### config.mk
export PLATFORM = sky130hd
export DESIGN_NAME = thing_lifo
export DESIGN_NICKNAME = d
export VERILOG_FILES = /design/src/rtl/thing_lifo.sv
export SDC_FILE = /design/constraint.sdc
export NUM_CORES = 1
export LEC_CHECK = 0
export BUFFER_PORTS_ARGS = -buffer_cell sky130_fd_sc_hd__buf_4
export CORE_MARGIN = 4
export CORE_UTILIZATION = 38
export CTS_BUF_LIST = sky130_fd_sc_hd__clkbuf_4 sky130_fd_sc_hd__clkbuf_8
export DETAILED_ROUTE_END_ITERATION = 7
export GPL_TIMING_DRIVEN = 1
export HOLD_SLACK_MARGIN = 0.12
export SETUP_SLACK_MARGIN = 0.4
export SLEW_MARGIN = 20
export SYNTH_ARGS = -nofsm -noshare
export SYNTH_HDL_FRONTEND = slang
export SYNTH_SLANG_ARGS = --single-unit
### constraint.sdc
create_clock -name clk -period 3.75 [get_ports clk]
set_clock_uncertainty 0.15 [all_clocks]
set_input_delay 0 -clock clk [delete_from_list [all_inputs] [get_ports clk]]
set_output_delay 0 -clock clk [all_outputs]
set_load 0.01 [all_outputs]
### src/rtl/thing_lifo.sv
`default_nettype none
// ============================================================================
// thing_lifo : things-path LIFO; stacks item bytes, pops thing_num per ';',
//              finishes on '$'. Optional macro THING_ZERO_MARK_EN emits a '0'
//              marker beat for groups that pop nothing.
// Revision   : 1.0
// ============================================================================
module thing_lifo #(
   parameter int DATA_W = 8,
   parameter int DEPTH  = 16,
   parameter int ADDR_W = 4
) (
   input  logic              clk,
   input  logic              rst,
   input  logic              ready_lifo,
   input  logic [DATA_W-1:0] thing_in,
   input  logic [3:0]        thing_num,
   output logic              busy,
   output logic              valid_lifo,
   output logic [DATA_W-1:0] thing_out,
   output logic              done_thing,
   output logic              done_lifo
);

   localparam int                c_CNT_W     = (ADDR_W + 1 > 4) ? ADDR_W + 1 : 4;
   localparam logic [ADDR_W:0]   c_SP_FULL   = (ADDR_W + 1)'(DEPTH);
   localparam logic [DATA_W-1:0] c_GRP_END   = DATA_W'(8'h3B);
   localparam logic [DATA_W-1:0] c_STR_END   = DATA_W'(8'h24);
   localparam logic [DATA_W-1:0] c_ZERO_MARK = DATA_W'(8'h30);

   typedef enum logic [1:0] {
      S_IDLE = 2'd0,
      S_POP  = 2'd1,
      S_FIN  = 2'd2,
      S_END  = 2'd3
   } state_t;

   state_t              r_state, w_state_nxt;
   logic [DATA_W-1:0]   r_mem [DEPTH];
   logic [ADDR_W:0]     r_sp, w_sp_nxt;
   logic [c_CNT_W-1:0]  r_cnt, w_cnt_nxt;
   logic                r_mark, w_mark_nxt;
   logic                r_busy, w_busy_nxt;
   logic                r_valid, w_valid_nxt;
   logic [DATA_W-1:0]   r_out, w_out_nxt;
   logic                r_done_thing, w_done_thing_nxt;
   logic                r_done_lifo, w_done_lifo_nxt;

   logic                w_push;
   logic [ADDR_W-1:0]   w_wr_idx;
   logic [ADDR_W-1:0]   w_top_idx;
   logic [c_CNT_W-1:0]  w_num_ext;
   logic [c_CNT_W-1:0]  w_sp_ext;
   logic [c_CNT_W-1:0]  w_clamp;

   // Low ADDR_W bits of sp address the array; sp==DEPTH wraps to the right top index.
   assign w_wr_idx  = r_sp[ADDR_W-1:0];
   assign w_top_idx = r_sp[ADDR_W-1:0] - ADDR_W'(1);
   assign w_num_ext = c_CNT_W'(thing_num);
   assign w_sp_ext  = c_CNT_W'(r_sp);
   assign w_clamp   = (w_num_ext < w_sp_ext) ? w_num_ext : w_sp_ext;

   always_comb begin
      w_state_nxt      = r_state;
      w_sp_nxt         = r_sp;
      w_cnt_nxt        = r_cnt;
      w_mark_nxt       = r_mark;
      w_busy_nxt       = r_busy;
      w_valid_nxt      = 1'b0;
      w_out_nxt        = r_out;
      w_done_thing_nxt = 1'b0;
      w_done_lifo_nxt  = r_done_lifo;
      w_push           = 1'b0;

      case (r_state)
         S_IDLE: begin
            if (ready_lifo) begin
               if (thing_in == c_GRP_END) begin
                  w_cnt_nxt  = w_clamp;
                  w_busy_nxt = 1'b1;
                  w_mark_nxt = 1'b0;
                  if (w_clamp == '0) begin
`ifdef THING_ZERO_MARK_EN
                     w_mark_nxt  = 1'b1;
                     w_state_nxt = S_POP;
`else
                     w_state_nxt = S_FIN;
`endif
                  end else begin
                     w_state_nxt = S_POP;
                  end
               end else if (thing_in == c_STR_END) begin
                  w_done_lifo_nxt = 1'b1;
                  w_state_nxt     = S_END;
               end else if (r_sp != c_SP_FULL) begin
                  w_push   = 1'b1;
                  w_sp_nxt = r_sp + (ADDR_W + 1)'(1);
               end
            end
         end

         S_POP: begin
            if (r_mark) begin
               w_out_nxt   = c_ZERO_MARK;
               w_valid_nxt = 1'b1;
               w_mark_nxt  = 1'b0;
               w_state_nxt = S_FIN;
            end else if (r_cnt != '0) begin
               w_out_nxt   = r_mem[w_top_idx];
               w_valid_nxt = 1'b1;
               w_sp_nxt    = r_sp - (ADDR_W + 1)'(1);
               w_cnt_nxt   = r_cnt - c_CNT_W'(1);
               if (r_cnt == c_CNT_W'(1)) begin
                  w_state_nxt = S_FIN;
               end
            end else begin
               w_state_nxt = S_FIN;
            end
         end

         S_FIN: begin
            w_done_thing_nxt = 1'b1;
            w_busy_nxt       = 1'b0;
            w_state_nxt      = S_IDLE;
         end

         S_END: begin
            w_done_lifo_nxt = 1'b1;
         end

         default: begin
            w_state_nxt = S_IDLE;
         end
      endcase
   end

   always_ff @(posedge clk) begin
      if (rst) begin
         r_state      <= S_IDLE;
         r_sp         <= '0;
         r_cnt        <= '0;
         r_mark       <= 1'b0;
         r_busy       <= 1'b0;
         r_valid      <= 1'b0;
         r_out        <= '0;
         r_done_thing <= 1'b0;
         r_done_lifo  <= 1'b0;
      end else begin
         r_state      <= w_state_nxt;
         r_sp         <= w_sp_nxt;
         r_cnt        <= w_cnt_nxt;
         r_mark       <= w_mark_nxt;
         r_busy       <= w_busy_nxt;
         r_valid      <= w_valid_nxt;
         r_out        <= w_out_nxt;
         r_done_thing <= w_done_thing_nxt;
         r_done_lifo  <= w_done_lifo_nxt;
      end
   end

   // Storage carries no reset; occupancy is defined solely by sp.
   always_ff @(posedge clk) begin
      if (!rst && w_push) begin
         r_mem[w_wr_idx] <= thing_in;
      end
   end

   assign busy       = r_busy;
   assign valid_lifo = r_valid;
   assign thing_out  = r_out;
   assign done_thing = r_done_thing;
   assign done_lifo  = r_done_lifo;

endmodule
`default_nettype wire
# Word level (Yosys, flattened, before mapping)
# Memory sizes are Yosys's and may differ from the RTL's.
# Index checks and enable logic that the tools add are counted.
# classes
n_addsub	4
order_cmp	1
bitwise_logic	1
n_eq_ne	17
multipliers	0
n_div	0
shift	0
n_reduce_logical	18
n_mux	43
# ops
op	n
2-to-1 mux 5 bit	11
one-hot mux 5 bit (2 select lines)	2
2-to-1 mux 1 bit	17
equality test 8 x 6 -> 1 bit, second input constant	2
2-to-1 mux 8 bit	2
inequality test 2 bit, second input constant	8
2-to-1 mux 2 bit	7
subtractor 5 x 1 -> 5 bit, second input constant	2
AND reduction 4 bit	2
nonzero test 2 bit	4
AND reduction 7 bit	1
one-hot mux 1 bit (2 select lines)	3
one-hot mux 2 bit (3 select lines)	1
AND reduction 3 bit	2
adder 5 x 1 -> 5 bit, second input constant	1
equality test 5 x 1 -> 1 bit, second input constant	1
logical NOT 5 bit	1
< comparator 4 x 5 -> 1 bit	1
inequality test 5 bit, second input constant	1
AND reduction 5 bit	1
nonzero test 5 bit	1
equality test 2 bit, second input constant	2
inequality test 4 bit, second input constant	1
subtractor 4 x 1 -> 4 bit, second input constant	1
9 further kinds	9
# word_totals
mem_bits_ro	0
mem_bits_rw	128
latch_bits	0
mem_count	1
elab_cells	94
reg_bits	25
input_bits	15
# memory_table
memory	depth	word_bits	rd	rd_clocked_by_memory_dff	write_ports	line	source
r_mem	16	8	1	0	1	39	logic [DATA_W-1:0] r_mem [DEPTH];

# Logic depth before layout (Yosys ltp)
# logic_depth
ltp_word	9
depth_mapped	10
depth_no_buf	9

# Worst setup path after synthesis
# Ideal clock, no wire load.
# synth_timing
path_type	register to register
from	reg r_sp[0]
to	mem r_mem[0][0] (enable)
required_ns	3.217
n_path_buf	2
path_stages_with_launch	9
arrival_time_ns	2.333
slack_ns	0.883
setup_ns	0.383
synth_period_minus_slack_ns	2.867
path_cell_list	dfxtp_1 -> buf_6 -> buf_2 -> inv_1 -> ha_1 -> a41oi_2 -> o211a_1 -> nand2_1 -> nor3_1
# synth_via
elab_chain_len	9
# synth_rtl
item	line	source
from (decl)	40	logic [ADDR_W:0] r_sp, w_sp_nxt;
from (signal assigned)	150	r_sp <= w_sp_nxt;
inequality test 5 bit	95	end else if (r_sp != c_SP_FULL) begin
2-to-1 mux 1 bit	95	
2-to-1 mux 1 bit	92	end else if (thing_in == c_STR_END) begin
2-to-1 mux 1 bit	78	if (thing_in == c_GRP_END) begin
2-to-1 mux 1 bit	77	if (ready_lifo) begin
2-to-1 mux 1 bit	75	case (r_state)
logical AND 1 bit	163	if (!rst && w_push) begin
2-to-1 mux 1 bit	163	
2-to-1 mux 1 bit (implied by the code)	164	r_mem[w_wr_idx] <= thing_in;
to (decl)	39	
# Parallel ways exist; a longest one is shown, timed or not.

# Worst setup path in the final report
# layout_timing
from	reg r_state[1]
to	reg r_sp[4]
# layout_via
elab_chain_len	3
word_cells_on_any_way	11
cone_classes	7 x eq/ne; 1 x mux; 3 x reduce/logical
# layout_rtl
item	line	source
from (decl)	38	state_t r_state, w_state_nxt;
from (signal assigned)	149	r_state <= w_state_nxt;
equality test 2 x 1 -> 1 bit / logical NOT 2 bit (equally long branches)	75	
inequality test 2 bit (no source line) / nonzero test 2 bit (equally long branches)	n/a	
AND reduction 7 bit (no source line)	n/a	
# Parallel ways exist; a longest one is shown, timed or not.
# A chain may end at the register's enable or synchronous reset.

==> key figures <==
STA
  – Fin. Hold Viols: 0
  – Fmax: roughly 330 MHz
  – RSZ-0062 raised after global routing: no
  – Setup tns final: 0 ns
  – Fin crit share: 81.1%
  – Worst slew pin tran: between 0.9 and 1 ns
  – Crit path time final: 3.04 ns
  – Setup violations, final: 0
  – Slew headroom: about two fifths
  – Pins Over Slew Limit: 0
  – Fin Hold WS: 0.270 ns

Place
  – Global placement routability congestion: between 0.8 and 0.9
  – Placed cell area: roughly 7100 µm²
  – Post-DP HPWL: around 9.5 mm
  – Buffers on Ports: 26

Setup path
  – Crit-path max cell delay: around 0.52 ns
  – Crit Path Max Fanout: 13
  – Critical-path top delay cell: ha_1
  – Top delay family on crit path: adder cells
  – Worst-path cell chain: inv_1 -> ha_1 -> inv_2 -> fa_1 -> nor2b_1 -> o21ai_0 -> and3_1 -> a2111oi_1 -> mux2_2
  – CP bufs+invs: 2
  – Critical Path RT: between 3 and 4 ns
  – Worst setup SP type: flop
  – Arrival @ worst endpoint: 3.23 ns
  – Crit end category: flop
  – CP Class: reg2reg

Clocking
  – H-tree depth: 4
  – Clock sink total: 152
  – Clock transition at path regs: approximately 0.080 ns
  – # Post-CTS Setup Buffers: 0
  – Clock Latency Late Sink: 0.44 ns
  – TritonCTS buffer count: 17
  – CTS Buffer Depth: 2
  – CTS tree: built
  – Root Buffer: clkbuf_8

Logic synthesis
  – Post-Synthesis Cells: 439
  – Ys flop type: edfxtp_1
  – Post-synth EDFFs: roughly 130
  – Mapped Area: around 6600 µm²
  – Mean Syn Cell Area: 15.1 µm²
  – Sequential share of the synthesized area: 65.2%
  – Ranking of synthesized cells by area: edfxtp_1 (58%), mux4_2 (11%), dfxtp_1 (7.2%)
  – Seq cells post-synth: approximately 150
  – Synth async-reset ratio: 0%
  – Yosys warning total: 0
  – Area leader, netlist: edfxtp_1
  – Synth top area share: 58.0%
  – Unique cell type count in the Yosys netlist: between 50 and 60
  – Synthesized Nets: 473

Route
  – Final WL: ~15 mm
  – Via density: approximately 5.4
  – First DRT Iteration DRCs: 290
  – Wire per inst: about 20 µm
  – Routed vias: about 4.0k
  – Antenna Violating Nets Remaining: 0
  – DRT Pass-1 Iters: 5
  – Post-route DRC: 0

Floorplanning
  – Starting Density: roughly two fifths
  – Die height: between 100 and 150 µm
  – Die area: just under 20000 µm²
  – Row count: 48
  – IO Count: 27
  – Core Region: between 15000 and 20000 µm²
  – Die W: between 100 and 150 µm

GRT
  – Pin count of the biggest net entering global routing: 42
  – GRT Overall Usage: 15.5%
  – First-pass GRT wire length: between 20 and 25 mm
  – Vias in the first global route: around 4.1k
  – Initial antenna violation count: 0
  – GRT overflow: 0

Power and ir drop
  – PnR Total Power: 3.33 mW
  – Clock power share: about 36%
  – Net Sw Frac: 23.1%
  – Max VDD drop: ~220 µV
  – Sequential power share: between 50% and 60%
  – P_leak: ~2.6 nW
  – Internal power: between 2 and 3 mW
  – Power per cell area: 436 nW/µm²
  – Combinational power share: under 10%
  – P_sw: just under 800 µW

Cells and area
  – Nets: between 500 and 600
  – N_diodes: 0
  – Share of cells above drive strength 1: a little over a fifth
  – Design area: ~7600 µm²
  – Area delta synth->final: 15.2%

Job
  – Total of max-cap violations: 0

Status
  – Status: complete, no violations

Hold path
  – HP Class: in2reg
cell families (layout without fill, tap and decap cells):
group                    Yosys count  in the layout  synth area share, %
XOR/XNOR                           5              5                0.660
flip-flops                       152            152                 65.2
buffers and inverters             30             97                 2.08
AND/OR/NAND/NOR                  125            125                 9.66
multiplexers                      37             37                 11.7
adder cells (fa/ha/maj)           19             19                 3.70
AO/OA/AOI/OAI                     71             71                 6.98
final cells by class:
| class | count | area, µm² |
|---|---|---|
| repair buffers | 52 | 435 |
| flip-flops and latches | 152 | 4330 |
| clock inverters | 13 | 129 |
| multi-input cells | 257 | 2170 |
| inverters | 13 | 48.8 |
| clock buffers | 19 | 249 |
| well taps | 225 | 282 |
| fillers | 1546 | 9540 |
routing by layer:
metal	track usage, %	wire length (µm)	vias to the layer above
met4	5.15	204	0
met1	21.3	6610	2025
li1	-	-	1814
met5	0	0	-
met2	24.8	7180	108
met3	3.45	640	16
cell usage after synthesis (all sizes together), types with 3 or more instances:
cell type and instances:
ha 18, nand2 46, nor4b 3, nand2b 5, o21ai 14, mux4 32
or3 6, buf 11, a31oi 4, dfxtp 24, mux2i 3, xor2 3
clkbuf 6, edfxtp 128, nor2 26, nand3 4, nor4 3, a211o 8
nor3 9, nand3b 4, inv 13, nor2b 5, a21oi 28
what timing repair did:
action / in CTS / in global routing
hold buffers: 18 / 0
hold endpoints to repair: 144 / 0
resized for setup: 0 / 0
metrics by stage:
step                utilization [%]  setup WS (ns)  std cells
global route                   44.5          0.504        731
detailed placement             41.2          0.771        681
floorplan                         -          0.883        439
finish                         44.5          0.709        731
CTS                            44.5          0.750        731
global placement               41.2          0.900        681
worst reg2reg max path: stages, from the launching register on:
cell       delay (ns)
dfxtp_1          0.33
inv_1            0.12
ha_1             0.52
inv_2            0.19
fa_1             0.44
nor2b_1          0.13
o21ai_0          0.11
and3_1           0.20
a2111oi_1        0.37
mux2_2           0.38
sequential cells by signal, summed over array words and instances (netlist names):
register	cells
done_thing	1
r_state	2
r_mem	128
done_lifo	1
thing_out	8
r_cnt	5
valid_lifo	1
r_sp	5
busy	1
final timing paths:
check | from | endpoint | slack (ns) | cells after the start
setup / recovery | r_state[1] | r_sp[4] | 0.71 | 9
hold reg to reg | thing_out[5] | thing_out[5] | 0.33 | 1
setup reg to reg | r_state[1] | r_sp[4] | 0.71 | 9
hold / removal | rst | r_sp[0] | 0.27 | 3
placed cells by master (no fill, tap or decap), types with 3 or more instances in the layout:
| cell type | count |
|---|---|
| clkinv_1 | 3 |
| ha_1 | 18 |
| nor2_1 | 26 |
| buf_4 | 34 |
| a31oi_1 | 4 |
| dfxtp_1 | 23 |
| clkbuf_8 | 17 |
| a21oi_1 | 28 |
| nand2_1 | 46 |
| nand3b_1 | 4 |
| nand2b_1 | 5 |
| mux4_2 | 32 |
| nand3_1 | 4 |
| or3_1 | 6 |
| nor2b_1 | 5 |
| o21ai_1 | 4 |
| inv_1 | 12 |
| a211o_1 | 8 |
| dlygate4sd3_1 | 18 |
| edfxtp_1 | 128 |
| nor3_1 | 8 |
| xor2_1 | 3 |
| o21ai_0 | 9 |
| clkinvlp_4 | 4 |
power by group through the flow:
stage | logic (mW) | clock network (mW) | registers [mW]
finish | 0.296 | 1.19 | 1.84
global route | 0.326 | 1.30 | 1.84
CTS | 0.302 | 1.21 | 1.84
detailed placement | 0.290 | 0 | 1.88
global placement | 0.285 | 0 | 1.88
floorplan | 0.187 | 0 | 1.88
No activity file was read; power rests on OpenSTA's default activity.
